`src/rtl/shift_pkg.sv`:
```
// Shared decode constants and shift-type encoding for the RV32I shift execute slice.
package shift_pkg;

    typedef enum logic [1:0] {
        SH_LL   = 2'd0,
        SH_RL   = 2'd1,
        SH_RA   = 2'd2,
        SH_PASS = 2'd3
    } shift_type_e;

    localparam logic [6:0] OPC_OP_IMM = 7'b0010011;
    localparam logic [6:0] OPC_OP     = 7'b0110011;

    localparam logic [2:0] F3_SLL = 3'b001;
    localparam logic [2:0] F3_SR  = 3'b101;

    localparam logic [6:0] F7_BASE = 7'b0000000;
    localparam logic [6:0] F7_ALT  = 7'b0100000;

endpackage

```
`src/rtl/shift_exec_stage_shifter.sv`:
```
// Combinational barrel shifter: left, logical right, arithmetic right or pass-through.
module shift_exec_stage_shifter
    import shift_pkg::*;
#(
    parameter int XLEN    = 32,
    parameter int SHAMT_W = 5
) (
    input  logic [XLEN-1:0]    val,
    input  logic [SHAMT_W-1:0] shamt,
    input  logic [1:0]         shift_type,
    output logic [XLEN-1:0]    shifted_val
);

    always_comb begin
        // NOTE: a default assignment up front keeps this block free of inferred latches.
        shifted_val = val;
        case (shift_type)
            SH_LL:   shifted_val = val << shamt;
            SH_RL:   shifted_val = val >> shamt;
            SH_RA:   shifted_val = $signed(val) >>> shamt;
            default: shifted_val = val;
        endcase
    end

endmodule

```
`src/rtl/shift_exec_stage.sv`:
```
// Two-stage execute slice for RV32I shifts: decode into an operand register (S1),
// shift, then register the result (S2) toward writeback with valid/ready on both sides.
module shift_exec_stage
    import shift_pkg::*;
#(
    parameter int XLEN    = 32,
    parameter int SHAMT_W = 5
) (
    input  logic            clk,
    input  logic            reset_n,
    input  logic            flush,
    input  logic            in_valid,
    output logic            in_ready,
    input  logic [31:0]     instr,
    input  logic [XLEN-1:0] rs1_val,
    input  logic [XLEN-1:0] rs2_val,
    output logic            out_valid,
    input  logic            out_ready,
    output logic [XLEN-1:0] out_result,
    output logic [4:0]      out_rd,
    output logic            out_illegal
);

    logic [6:0] opcode;
    logic [2:0] funct3;
    logic [6:0] funct7;

    assign opcode = instr[6:0];
    assign funct3 = instr[14:12];
    assign funct7 = instr[31:25];

    shift_type_e        dec_type;
    logic [SHAMT_W-1:0] dec_shamt;
    logic               dec_illegal;

    always_comb begin
        dec_type    = SH_PASS;
        dec_shamt   = '0;
        dec_illegal = 1'b1;
        if (opcode == OPC_OP_IMM) begin
            dec_shamt = instr[20 +: SHAMT_W];
        end else if (opcode == OPC_OP) begin
            dec_shamt = rs2_val[SHAMT_W-1:0];
        end
        if (opcode == OPC_OP_IMM || opcode == OPC_OP) begin
            if (funct3 == F3_SLL && funct7 == F7_BASE) begin
                dec_type    = SH_LL;
                dec_illegal = 1'b0;
            end else if (funct3 == F3_SR && funct7 == F7_BASE) begin
                dec_type    = SH_RL;
                dec_illegal = 1'b0;
            end else if (funct3 == F3_SR && funct7 == F7_ALT) begin
                dec_type    = SH_RA;
                dec_illegal = 1'b0;
            end
        end
    end

    // rs1 index and upper rs2 bits play no part in a shift.
    logic unused_bits;
    assign unused_bits = ^{instr[19:15], rs2_val[XLEN-1:SHAMT_W]};

    logic s1_valid;
    logic s2_valid;
    logic s1_accept;
    logic s2_accept;

    assign s2_accept = !s2_valid || out_ready;
    assign s1_accept = !s1_valid || s2_accept;
    assign in_ready  = s1_accept && reset_n;
    assign out_valid = s2_valid;

    logic [XLEN-1:0]    s1_val;
    logic [SHAMT_W-1:0] s1_shamt;
    shift_type_e        s1_type;
    logic [4:0]         s1_rd;
    logic               s1_illegal;

    always_ff @(posedge clk) begin
        // NOTE: operand registers have no reset; s1_valid alone says whether they hold anything.
        if (in_valid && in_ready) begin
            s1_val     <= rs1_val;
            s1_shamt   <= dec_shamt;
            s1_type    <= dec_type;
            s1_rd      <= instr[11:7];
            s1_illegal <= dec_illegal;
        end
    end

    logic [XLEN-1:0] shifted_val;

    shift_exec_stage_shifter #(
        .XLEN    (XLEN),
        .SHAMT_W (SHAMT_W)
    ) u_shifter (
        .val         (s1_val),
        .shamt       (s1_shamt),
        .shift_type  (s1_type),
        .shifted_val (shifted_val)
    );

    always_ff @(posedge clk) begin
        // NOTE: non-blocking assignments so every register here sees the pre-edge
        // valid bits, which is what lets S2 drain and S1 advance in the same cycle.
        if (!reset_n) begin
            s1_valid    <= 1'b0;
            s2_valid    <= 1'b0;
            out_result  <= '0;
            out_rd      <= '0;
            out_illegal <= 1'b0;
        end else if (flush) begin
            s1_valid <= 1'b0;
            s2_valid <= 1'b0;
        end else begin
            if (s2_accept) begin
                s2_valid <= s1_valid;
            end
            if (s1_accept) begin
                s1_valid <= in_valid;
            end
            if (s1_valid && s2_accept) begin
                out_result  <= shifted_val;
                out_rd      <= s1_rd;
                out_illegal <= s1_illegal;
            end
        end
    end

endmodule

```
`config.mk`:
```
export PLATFORM = sky130hd
export DESIGN_NAME = shift_exec_stage
export DESIGN_NICKNAME = d
export VERILOG_FILES = /design/src/rtl/shift_pkg.sv /design/src/rtl/shift_exec_stage_shifter.sv /design/src/rtl/shift_exec_stage.sv
export SDC_FILE = /design/constraint.sdc
export NUM_CORES = 1
export LEC_CHECK = 0
export ABC_AREA = 1
export ABC_CLOCK_PERIOD_IN_PS = 7400
export CAP_MARGIN = 20
export CORE_MARGIN = 3
export CORE_UTILIZATION = 40
export CTS_CLUSTER_SIZE = 25
export DETAILED_ROUTE_END_ITERATION = 6
export PLACE_DENSITY = 0.72
export SYNTH_ARGS = -nofsm -noshare
export SYNTH_HDL_FRONTEND = slang
export SYNTH_SLANG_ARGS = --single-unit
```
`constraint.sdc`:
```
create_clock -name clk -period 7.4 [get_ports clk]
set_clock_uncertainty 0.1 [all_clocks]
set_input_delay 0.74 -clock clk [delete_from_list [all_inputs] [get_ports clk]]
set_output_delay 0.74 -clock clk [all_outputs]
set_load 0.02 [all_outputs]
```
; ---- Yosys cells after proc, flatten, opt, wreduce, memory -nomap -nowiden
; Index checks and enable logic that the tools add are counted.
[totals]
ff_bits = 85
inputBits = 101
wordCells = 46
[op_classes]
eq_ne = 7
n_shift = 3
muxes = 9
bitwise_logic = 2
n_reduce_logical = 15
[ops]
columns = operator, count
row1 = $pmux 32 s3, 1
row2 = $shl 32x5->32, 1
row3 = $shr 32x5->32, 1
row4 = $sshr 32x5->32, 1
row5 = $eq 7x6->1 const B, 2
row6 = $mux 5, 2
row7 = $eq 7x5->1 const B, 1
row8 = $logic_not 7->1, 1
row9 = $logic_and 1x1->1, 6
row10 = $mux 1, 4
row11 = $mux 2, 2
row12 = $eq 3x1->1 const B, 1
row13 = $eq 3x3->1 const B, 1
row14 = $logic_or 1x1->1, 3
row15 = $eq 2x1->1 const B, 1
row16 = $eq 2x2->1 const B, 1
row17 = $logic_not 1->1, 2
row18 = $logic_not 2->1, 1
row19 = $not 1->1, 2
row20 = $reduce_and 2->1, 1
row21 = $reduce_or 2->1, 1

; ---- Depth between registers and ports, before layout
; Gate-level depths: netlist of the first run.
[logic_depth]
ltp_word = 5
ltp_mapped = 17

; ---- Modules after synthesis
; Synthesis of the first run repeated with hierarchy kept, for this count alone.
[hier_totals]
hier_cells = 1122
area_unflattened_um2 = 7074.3
[modules_own_cells]
columns = mod, n_inst, cells_each, area_per_inst_um2
row1 = shift_exec_stage_shifter, 1, 850, 3890.0
row2 = shift_exec_stage, 1, 272, 3184.3

; ---- Worst setup path before layout of the first run
; No wires, ideal clock.
[synth_timing]
path_type = input to register
startpoint = in out_ready
endpoint = reg s1_illegal (enable)
setup_time_ns = 0.448
t_arrival_ns = 2.894
required_ns = 6.852
slack_ns = 3.959
path_stages = 6
n_path_buf = 0
cell_sequence = nor2_1 inv_1 nor2_1 inv_1 nand2_1 nor2_1
[synth_between]
elab_chain_len = 4
[synth_rtl]
columns = item, line_no
row1 = from (decl), shift_exec_stage.sv:18  ; input logic out_ready,
row2 = $logic_or 1x1->1, shift_exec_stage.sv:68  ; assign s2_accept = !s2_valid || out_ready;
row3 = $logic_or 1x1->1, shift_exec_stage.sv:69  ; assign s1_accept = !s1_valid || s2_accept;
row4 = $logic_and 1x1->1, shift_exec_stage.sv:70  ; assign in_ready = s1_accept && reset_n;
row5 = $logic_and 1x1->1, shift_exec_stage.sv:81  ; if (in_valid && in_ready) begin
row6 = to (signal assigned), shift_exec_stage.sv:86  ; s1_illegal <= dec_illegal;
row7 = to (decl), shift_exec_stage.sv:77  ; logic s1_illegal;
; No other way between the ends.
; A chain may end at the register's enable or synchronous reset.

; ---- Final worst setup path of the first run
[layout_timing]
startpoint = in out_ready
endpoint = out in_ready
[layout_between]
elab_chain_len = 3
[layout_rtl]
columns = item, line_no
row1 = $logic_or 1x1->1, shift_exec_stage.sv:68
row2 = $logic_or 1x1->1, shift_exec_stage.sv:69
row3 = $logic_and 1x1->1, shift_exec_stage.sv:70
row4 = to (decl), shift_exec_stage.sv:13  ; output logic in_ready,
; No other way between the ends.

==> results_dict.tcl, run 1 <==
set metrics [dict create \
    run_status "complete, but fails checks" \
    violations "DRC" \
    crit_required_ns 6.56 \
    ctsResizeCount 0 \
    cts_tree "yes" \
    crit_type "in -> out" \
    rsz0062_at_grt "no" \
    antenna_found_initial 0 \
    clock-sinks 85 \
    design_area_um2 8240 \
    nets 1267 \
    critical_path.endpoint_type "primary output" \
    hold_depth 2 \
    holdPathEnd "out_result[21]$_SDFFE_PN0P_" \
    ys_ff_latch 85 \
    cts_setup_buffers 0 \
    power.leakage_uw 0.00348 \
    synth_area_leader_cell "nand3_1" \
    drt-initial-drc-count 1182 \
    r2r_slack_ns 4.64 \
    numCtsBuffers 9 \
    drt_pass1_iterations 7 \
    place_hpwl_um 17900 \
    synth.area.top_cells "nand3_1, nand2_1, edfxtp_1" \
    vias_per_cell 5.82 \
    place_congestion 0.979 \
    rr_startpoint "s1_shamt[3]$_DFFE_PP_" \
    htreeDepth 3 \
    syn_avg_cell_area_um2 6.16 \
    worst_pin_slew_ns 1.11 \
    relSlewSlack_pct 25.9 \
    fillers 1717 \
    startpoint "out_ready" \
    drv_slew 0 \
    synth_commonest_cells "nand2_1, nand3_1, nor2_1, edfxtp_1, a21oi_1" \
    stdcell_count 1391 \
    hold_viol 0 \
    rows 47 \
    yosys.cell_count.top_type "nand2_1" \
    syn_area_um2 6800 \
    cp_max_fo 2 \
    grt_overflow_total 0 \
    timing.setup.tns_ns 0 \
    reg2reg_to "out_result[29]$_SDFFE_PN0P_" \
    dieArea_um2 18600 \
    synth_seq_area_share_pct 31.7 \
    syn_inst 1103 \
    grt_use_total_pct 26.9 \
    clock_latency_ns 0.35 \
    grt_pass1_wl_um 38800 \
    synth_edf_count 45 \
    ios 141 \
    synth.top_cell.area_share_pct 22.2 \
    drc_errors 8 \
    grt_max_degree 74 \
    ant_nets 0 \
    die_w_um 136 \
    max_cap_viol_count 0 \
    syn_nets 1204 \
    finalCritPeriodShare_pct 41.5 \
    min_path_type "reg -> reg" \
    first_global_vias 7429 \
    setup_ws_ns 4.33 \
    setup_viol 0 \
    synthArstFlopShare_pct 0 \
    placedCellCount 1374 \
    period_needed_ns 3.07 \
    syn_to_final_growth_pct 21.2 \
    dpl_worst_slack_ns 4.20 \
    clockBufferDepth 2 \
    cts_root_buffer "clkbuf_16" \
    numPortBuffers 108 \
    max_freq_ghz 0.326 \
    core_um2 16600 \
    power_density_nw_per_um2 158 \
    routed_wl_um 24800 \
    diodes 0 \
    clk_pin_slew_ns 0.06 \
    vias 8102 \
    start_util_pct 41.0 \
    yosys_warnings 0 \
    drive_gt1_share_pct 5.47 \
    die_h_um 136 \
    hp-start "out_result[21]$_SDFFE_PN0P_" \
    ir_worst_vdd_v 0.000107 \
    critPathArrivalTime_ns 2.23 \
    place_area_um2 7920 \
    critPathLaunchType "input pin" \
    cts_hold_buf 0 \
    r2r_cells 9 \
    synthFlopType "edfxtp_1" \
    yosysUniqueCellTypes 36 \
    wl_per_cell_um 17.8 \
]
[state kept, by name (all words and copies together), names as in the netlist, 2 cells and up]
signal / cells
out_rd: 5
out_result: 32
s1_rd: 5
s1_shamt: 5
s1_type: 2
s1_val: 32
[layout by cell type (no fill, tap or decap), types with 5 or more instances in the layout]
cell type and n:
nand4_1 7, buf_4 10, nand3b_1 5, dfxtp_1 40, nand2_1 361, nor2_1 87, inv_2 17, o21ai_0 35
nor2_4 7, clkdlybuf4s50_1 108, a21oi_1 44, nand3_1 301, edfxtp_1 45, o211ai_1 20, clkbuf_16 10, inv_1 31
o21ai_1 7
[worst max-delay path, stage by stage]
cell	delay, ns
clkdlybuf4s50_1	0.40
nor2_1	0.17
inv_1	0.08
nor2_1	0.09
inv_1	0.05
nand2_1	0.11
inv_1	0.05
clkdlybuf4s50_1	0.53
[cell families (layout without fill, tap and decap cells)]
kind of cell,after synthesis,in the layout,share of synthesized area [%]
and+or+nand+nor,787,787,51.4
buffers and inverters,116,184,7.44
AOI/OAI and AO/OA,115,115,9.48
DFF,85,85,31.7
[worst max-delay path by stage]
stage | slack, ns | to
after global routing | 4.23 | in_ready
after floorplan | 3.96 | s1_illegal$_SDFFCE_PN1P_
after detailed placement | 4.20 | out_result[0]$_SDFFE_PN0P_
final | 4.33 | in_ready
after global placement | 4.29 | out_result[0]$_SDFFE_PN0P_
after CTS | 4.30 | out_result[12]$_SDFFE_PN0P_
[where the power goes]
part,internal [µW],total (µW),switching (µW)
combinational,111,308,197
clock,254,462,209
sequential,513,529,15.4
[routing by layer]
| metal | up-vias | part of all wire [%] | GRT usage [%] | wire [µm] |
|---|---|---|---|---|
| li1 | 3873 | - | - | - |
| met1 | 3667 | 40 | 34.6 | 9790 |
| met2 | 471 | 45 | 42.7 | 11200 |
| met3 | 91 | 8.9 | 4.48 | 2210 |
| met4 | 0 | 6.2 | 15.8 | 1530 |
| met5 | - | 0 | 0 | 0 |
[final cells by class]
cell class              instances  area [µm²]  share of cell area [%]
clock inverters                 6        51.3                   0.623
inverters                      49         184                    2.23
clock buffers                  10         250                    3.04
well taps                     220         275                    3.34
multi-input cells             902        4150                    50.4
repair buffers                119        1180                    14.3
flip-flops and latches         85        2150                    26.1
[per-stage QoR]
stage	hold WS, ns	total power, µW	util, %
floorplan	0.347	733	-
detailed placement	0.355	838	47.7
global placement	0.353	837	47.7
finish	0.363	1300	49.7
global route	0.386	1360	49.7
CTS	0.365	1300	49.5
(Power assumes the default switching activity.)
==> inputs of run 2 (changes only) <==
--- a/config.mk
+++ b/config.mk
@@ -6,7 +6,7 @@
 export NUM_CORES = 1
 export LEC_CHECK = 0
 export ABC_AREA = 1
-export ABC_CLOCK_PERIOD_IN_PS = 7400
+export ABC_CLOCK_PERIOD_IN_PS = 3000
 export CAP_MARGIN = 20
 export CORE_MARGIN = 3
 export CORE_UTILIZATION = 40
==> constraint.sdc (replaced) <==
create_clock -name clk -period 3 [get_ports clk]
set_clock_uncertainty 0.1 [all_clocks]
set_input_delay 0.3 -clock clk [delete_from_list [all_inputs] [get_ports clk]]
set_output_delay 0.3 -clock clk [all_outputs]
set_load 0.02 [all_outputs]
==> run 2 against run 1 <==
Net effect:
- the run now ends clean
- non-clock buffer count is 13 higher
- highest routed layer unchanged
- total power grew 150%
- critical path depth is 5 higher
- wire length grew 2.9%
- hold slack improved by 0.0025 ns
- sequential cell count did not move
- clock power is 140% higher
- sequential share of layout area fell by 0.40 points
- worst setup slack got worse by 3.9 ns
- combinational power rose to 2.5 times the previous value
- critical path type is now reg -> reg
==> results_dict.tcl, run 2 (synthesized netlist as in run 1, its figures left out) <==
set metrics [dict create \
    run_status "finished clean" \
    core_um2 16600 \
    numCtsBuffers 9 \
    relSlewSlack_pct 53.5 \
    worst_pin_slew_ns 0.697 \
    layout_common_cells "nand2_1, nand3_1, clkdlybuf4s50_1" \
    crit_type "reg -> reg" \
    drc_errors 0 \
    die_w_um 136 \
    syn_to_final_growth_pct 23.0 \
    ant_nets 0 \
    place_hpwl_um 18900 \
    dieArea_um2 18600 \
    cts_setup_buffers 0 \
    vias 8137 \
    routed_wl_um 25500 \
    grt_max_degree 65 \
    cp_max_fo 29 \
    timing.setup.tns_ns 0 \
    cts_hold_buf 0 \
    cts_root_buffer "clkbuf_16" \
    clockBufferDepth 2 \
    drt-initial-drc-count 1058 \
    numPortBuffers 108 \
    critPathLaunchType "flop" \
    clk_pin_slew_ns 0.07 \
    rsz0062_at_grt "no" \
    gr-usage-met1_pct 35.4 \
    met3_usage_pct 3.89 \
    place_congestion 1.04 \
    grt-busiest-layer "met2" \
    htreeDepth 3 \
    ios 141 \
    crit_required_ns 3.18 \
    max_cap_viol_count 0 \
    critical_path.endpoint_type "flop" \
    finalCritPeriodShare_pct 84.8 \
    diodes 0 \
    reg.largest.list "out_result (32), s1_val (32)" \
    rows 47 \
    hold_viol 0 \
    vias_per_cell 5.80 \
    drive_gt1_share_pct 6.50 \
    clock-sinks 85 \
    min_path_type "reg -> reg" \
    drt_pass1_iterations 6 \
    die_h_um 136 \
    ctsResizeCount 0 \
    nets 1280 \
    antenna_found_initial 0 \
    power_density_nw_per_um2 381 \
    start_util_pct 41.0 \
    max_freq_ghz 0.393 \
    placedCellCount 1388 \
    period_needed_ns 2.54 \
    met2_usage_pct 44.7 \
    grt_overflow_total 0 \
    wl_per_cell_um 18.1 \
    drv_slew 0 \
    ir_worst_vdd_v 0.000268 \
    critPathArrivalTime_ns 2.73 \
    grt_pass1_wl_um 39700 \
    cts_tree "yes" \
    clock_latency_ns 0.36 \
    first_global_vias 7438 \
    final_common_cell "nand2_1" \
    setup_viol 0 \
    stdcell_count 1404 \
    power.leakage_uw 0.00355 \
    grt_use_total_pct 27.6 \
]
[run 2: cell count changes in the layout (fill, tap and decap cells not counted)]
cell,delta
clkinv_4,-1
clkinvlp_4,+1
inv_4,+1
buf_4,+9
clkbuf_16,-1
buf_12,+4
[run 2: critical path, stage by stage, from the launching register on]
cell and delay, ns:
edfxtp_1 0.53, inv_2 0.50, nand2_1 0.22, nand3_1 0.15, nand2_1 0.08, nand2_1 0.13, nand3_1 0.10, nand2_1 0.07
nand2_1 0.05, nand2_1 0.10, nand2_1 0.07, nand3b_1 0.12, nand2_1 0.11, a21oi_1 0.13
[run 2: final cells by class]
type / instances / area (µm²)
Clock buffer: 9 / 225
Clock inverter: 7 / 56.3
Fill cell: 1741 / 8220
Inverter: 49 / 184
Multi-Input combinational cell: 902 / 4150
Sequential cell: 85 / 2150
Tap cell: 220 / 275
Timing Repair Buffer: 132 / 1320
[run 2: final timing paths]
check	startpoint	to	slack, ns	depth (start not counted)
max	s1_shamt[0]$_DFFE_PP_	out_result[26]$_SDFFE_PN0P_	0.46	13
min	out_result[15]$_SDFFE_PN0P_	out_result[15]$_SDFFE_PN0P_	0.37	2
max reg2reg	s1_shamt[0]$_DFFE_PP_	out_result[26]$_SDFFE_PN0P_	0.46	13
min reg2reg	out_result[15]$_SDFFE_PN0P_	out_result[15]$_SDFFE_PN0P_	0.37	2
[run 2: routing by layer]
| metal | vias up | wire length (µm) |
|---|---|---|
| li1 | 3893 | - |
| met1 | 3701 | 9810 |
| met2 | 456 | 11900 |
| met3 | 87 | 2340 |
| met4 | 0 | 1390 |
| met5 | - | 0 |
[run 2: where the power goes]
part           internal [µW]  leakage (µW)  switching, µW
Sequential              1270      0.000742           46.0
Combinational            290       0.00267            490
Clock                    574      0.000139            517
[run 2: stage by stage]
stage	setup WS [ns]	power, µW	util, %	instance area [µm²]	hold WS [ns]
floorplan	0.625	1810	-	6800	0.299
global placement	0.577	2090	48.7	8080	0.355
detailed placement	0.547	2100	48.7	8080	0.357
CTS	0.522	3190	50.4	8360	0.368
global route	0.213	3330	50.4	8360	0.388
finish	0.455	3180	50.4	8360	0.366
==> inputs of run 3 (changes only) <==
--- a/config.mk
+++ b/config.mk
@@ -6,13 +6,13 @@
 export NUM_CORES = 1
 export LEC_CHECK = 0
 export ABC_AREA = 1
-export ABC_CLOCK_PERIOD_IN_PS = 3000
+export ABC_CLOCK_PERIOD_IN_PS = 2280
 export CAP_MARGIN = 20
 export CORE_MARGIN = 3
 export CORE_UTILIZATION = 40
 export CTS_CLUSTER_SIZE = 25
 export DETAILED_ROUTE_END_ITERATION = 6
-export PLACE_DENSITY = 0.72
+export PLACE_DENSITY = 0.74
 export SYNTH_ARGS = -nofsm -noshare
 export SYNTH_HDL_FRONTEND = slang
 export SYNTH_SLANG_ARGS = --single-unit
==> constraint.sdc (replaced) <==
create_clock -name clk -period 2.28 [get_ports clk]
set_clock_uncertainty 0.1 [all_clocks]
set_input_delay 0.228 -clock clk [delete_from_list [all_inputs] [get_ports clk]]
set_output_delay 0.228 -clock clk [all_outputs]
set_load 0.02 [all_outputs]
==> run 3 against run 2 <==
Net effect:
- sequential share of layout area decreased by 0.72 points
- sequential power is 31% higher
- first-iteration DRC count is 14% lower
- largest power group unchanged
==> results_dict.tcl, run 3 (synthesized netlist as in run 1, its figures left out) <==
set metrics [dict create \
    finalCritPeriodShare_pct 92.7 \
    die_w_um 136 \
    max_freq_ghz 0.473 \
    power_uw 4270 \
    drt_pass1_iterations 6 \
    grt_use_total_pct 28.8 \
    ir_worst_vdd_v 0.000333 \
    core_um2 16600 \
    grt_pass1_wl_um 40700 \
    cts_hold_buf 0 \
    place_area_um2 8310 \
    vias_per_cell 5.80 \
    grt_max_degree 65 \
    critPathLaunchType "flop" \
    timing.setup.tns_ns 0 \
    setup_viol 0 \
    ant_nets 0 \
    cp_slowest_cell "edfxtp_1" \
    critical_path.endpoint_type "flop" \
    die_h_um 136 \
    rows 47 \
    reg.largest.list "out_result (32), s1_val (32)" \
    placedCellCount 1403 \
    place_congestion 1.03 \
    diodes 0 \
    layout_common_cells "nand2_1, nand3_1, clkdlybuf4s50_1" \
    nets 1295 \
    clockBufferDepth 2 \
    clk_pin_slew_ns 0.07 \
    antenna_found_initial 0 \
    rsz0062_at_grt "no" \
    vias 8232 \
    place_hpwl_um 20200 \
    period_needed_ns 2.11 \
    stdcell_count 1419 \
    path_cells "buf_4 > nand2_1 > nand3_1 > nand3_1 > nand2_1 > o211ai_1 > nand3_1 > nand2_1 > a21oi_1" \
    numCtsBuffers 9 \
    routed_wl_um 26700 \
    cts_tree "yes" \
    setup_ws_ns 0.167 \
    power_density_nw_per_um2 496 \
    start_util_pct 41.0 \
    run_status "finished clean" \
    hold_viol 0 \
    max_cap_viol_count 0 \
    dpl_worst_slack_ns 0.219 \
    drive_gt1_share_pct 7.59 \
    wl_per_cell_um 18.8 \
    relSlewSlack_pct 71.9 \
    grt_overflow_total 0 \
    cts_root_buffer "clkbuf_16" \
    crit_required_ns 2.41 \
    ios 141 \
    worst_pin_slew_ns 0.422 \
    critPathTopFamily "simple AND/OR/NAND/NOR gates" \
    drt-initial-drc-count 914 \
    max_stage_delay_ns 0.45 \
    design_area_um2 8600 \
    cp_max_fo 15 \
    numPortBuffers 108 \
    crit_type "reg -> reg" \
    power.leakage_uw 0.00368 \
    drv_slew 0 \
    htreeDepth 3 \
    dieArea_um2 18600 \
    min_path_type "in -> reg" \
    critPathArrivalTime_ns 2.24 \
    final_common_cell "nand2_1" \
    clock_latency_ns 0.36 \
    drc_errors 0 \
    clock-sinks 85 \
    syn_to_final_growth_pct 26.6 \
    first_global_vias 7432 \
    cp_num_buf_inv 1 \
]
## run 3: path summary, 6_finish.rpt
check / start / endpoint / slack, ns / cells after the start
setup / recovery: s1_shamt[0]$_DFFE_PP_ / out_result[29]$_SDFFE_PN0P_ / 0.17 / 9
hold / removal: instr[9] / s1_rd[2]$_DFFE_PP_ / 0.32 / 1
setup reg to reg: s1_shamt[0]$_DFFE_PP_ / out_result[29]$_SDFFE_PN0P_ / 0.17 / 9
hold reg to reg: out_result[21]$_SDFFE_PN0P_ / out_result[21]$_SDFFE_PN0P_ / 0.36 / 2
## run 3: power breakdown
part,internal [µW],switching [µW]
clock network,816,647
logic,413,670
registers,1670,54.3
total,2900,1370
## run 3: repair_timing
item / in CTS / in global routing
setup buffers: 0 / 0
resized for setup: 0 / 2
setup endpoints to repair: 0 / 2
## run 3: area by class of cell
class | count | area, µm²
fill | 1741 | 7980
clock buffer | 11 | 254
sequential | 85 | 2150
timing repair buffer | 147 | 1550
inverter | 49 | 184
clock inverter | 5 | 40.0
tap | 220 | 275
multi-input combinational | 902 | 4150
## run 3: through the flow
step / hold WS [ns] / util (%)
after CTS: 0.317 / 51.9
after global placement: 0.352 / 50.1
after floorplan: 0.227 / -
after global routing: 0.322 / 51.9
after detailed placement: 0.354 / 50.1
final: 0.321 / 51.9
## run 3: layer usage
metal  up-vias  track usage (%)  routed length, µm
met1      3758             38.5              10900
met5         -                0                  0
li1       3917                -                  -
met4         0             13.7               1250
met2       483             45.2              12100
met3        74             4.81               2420
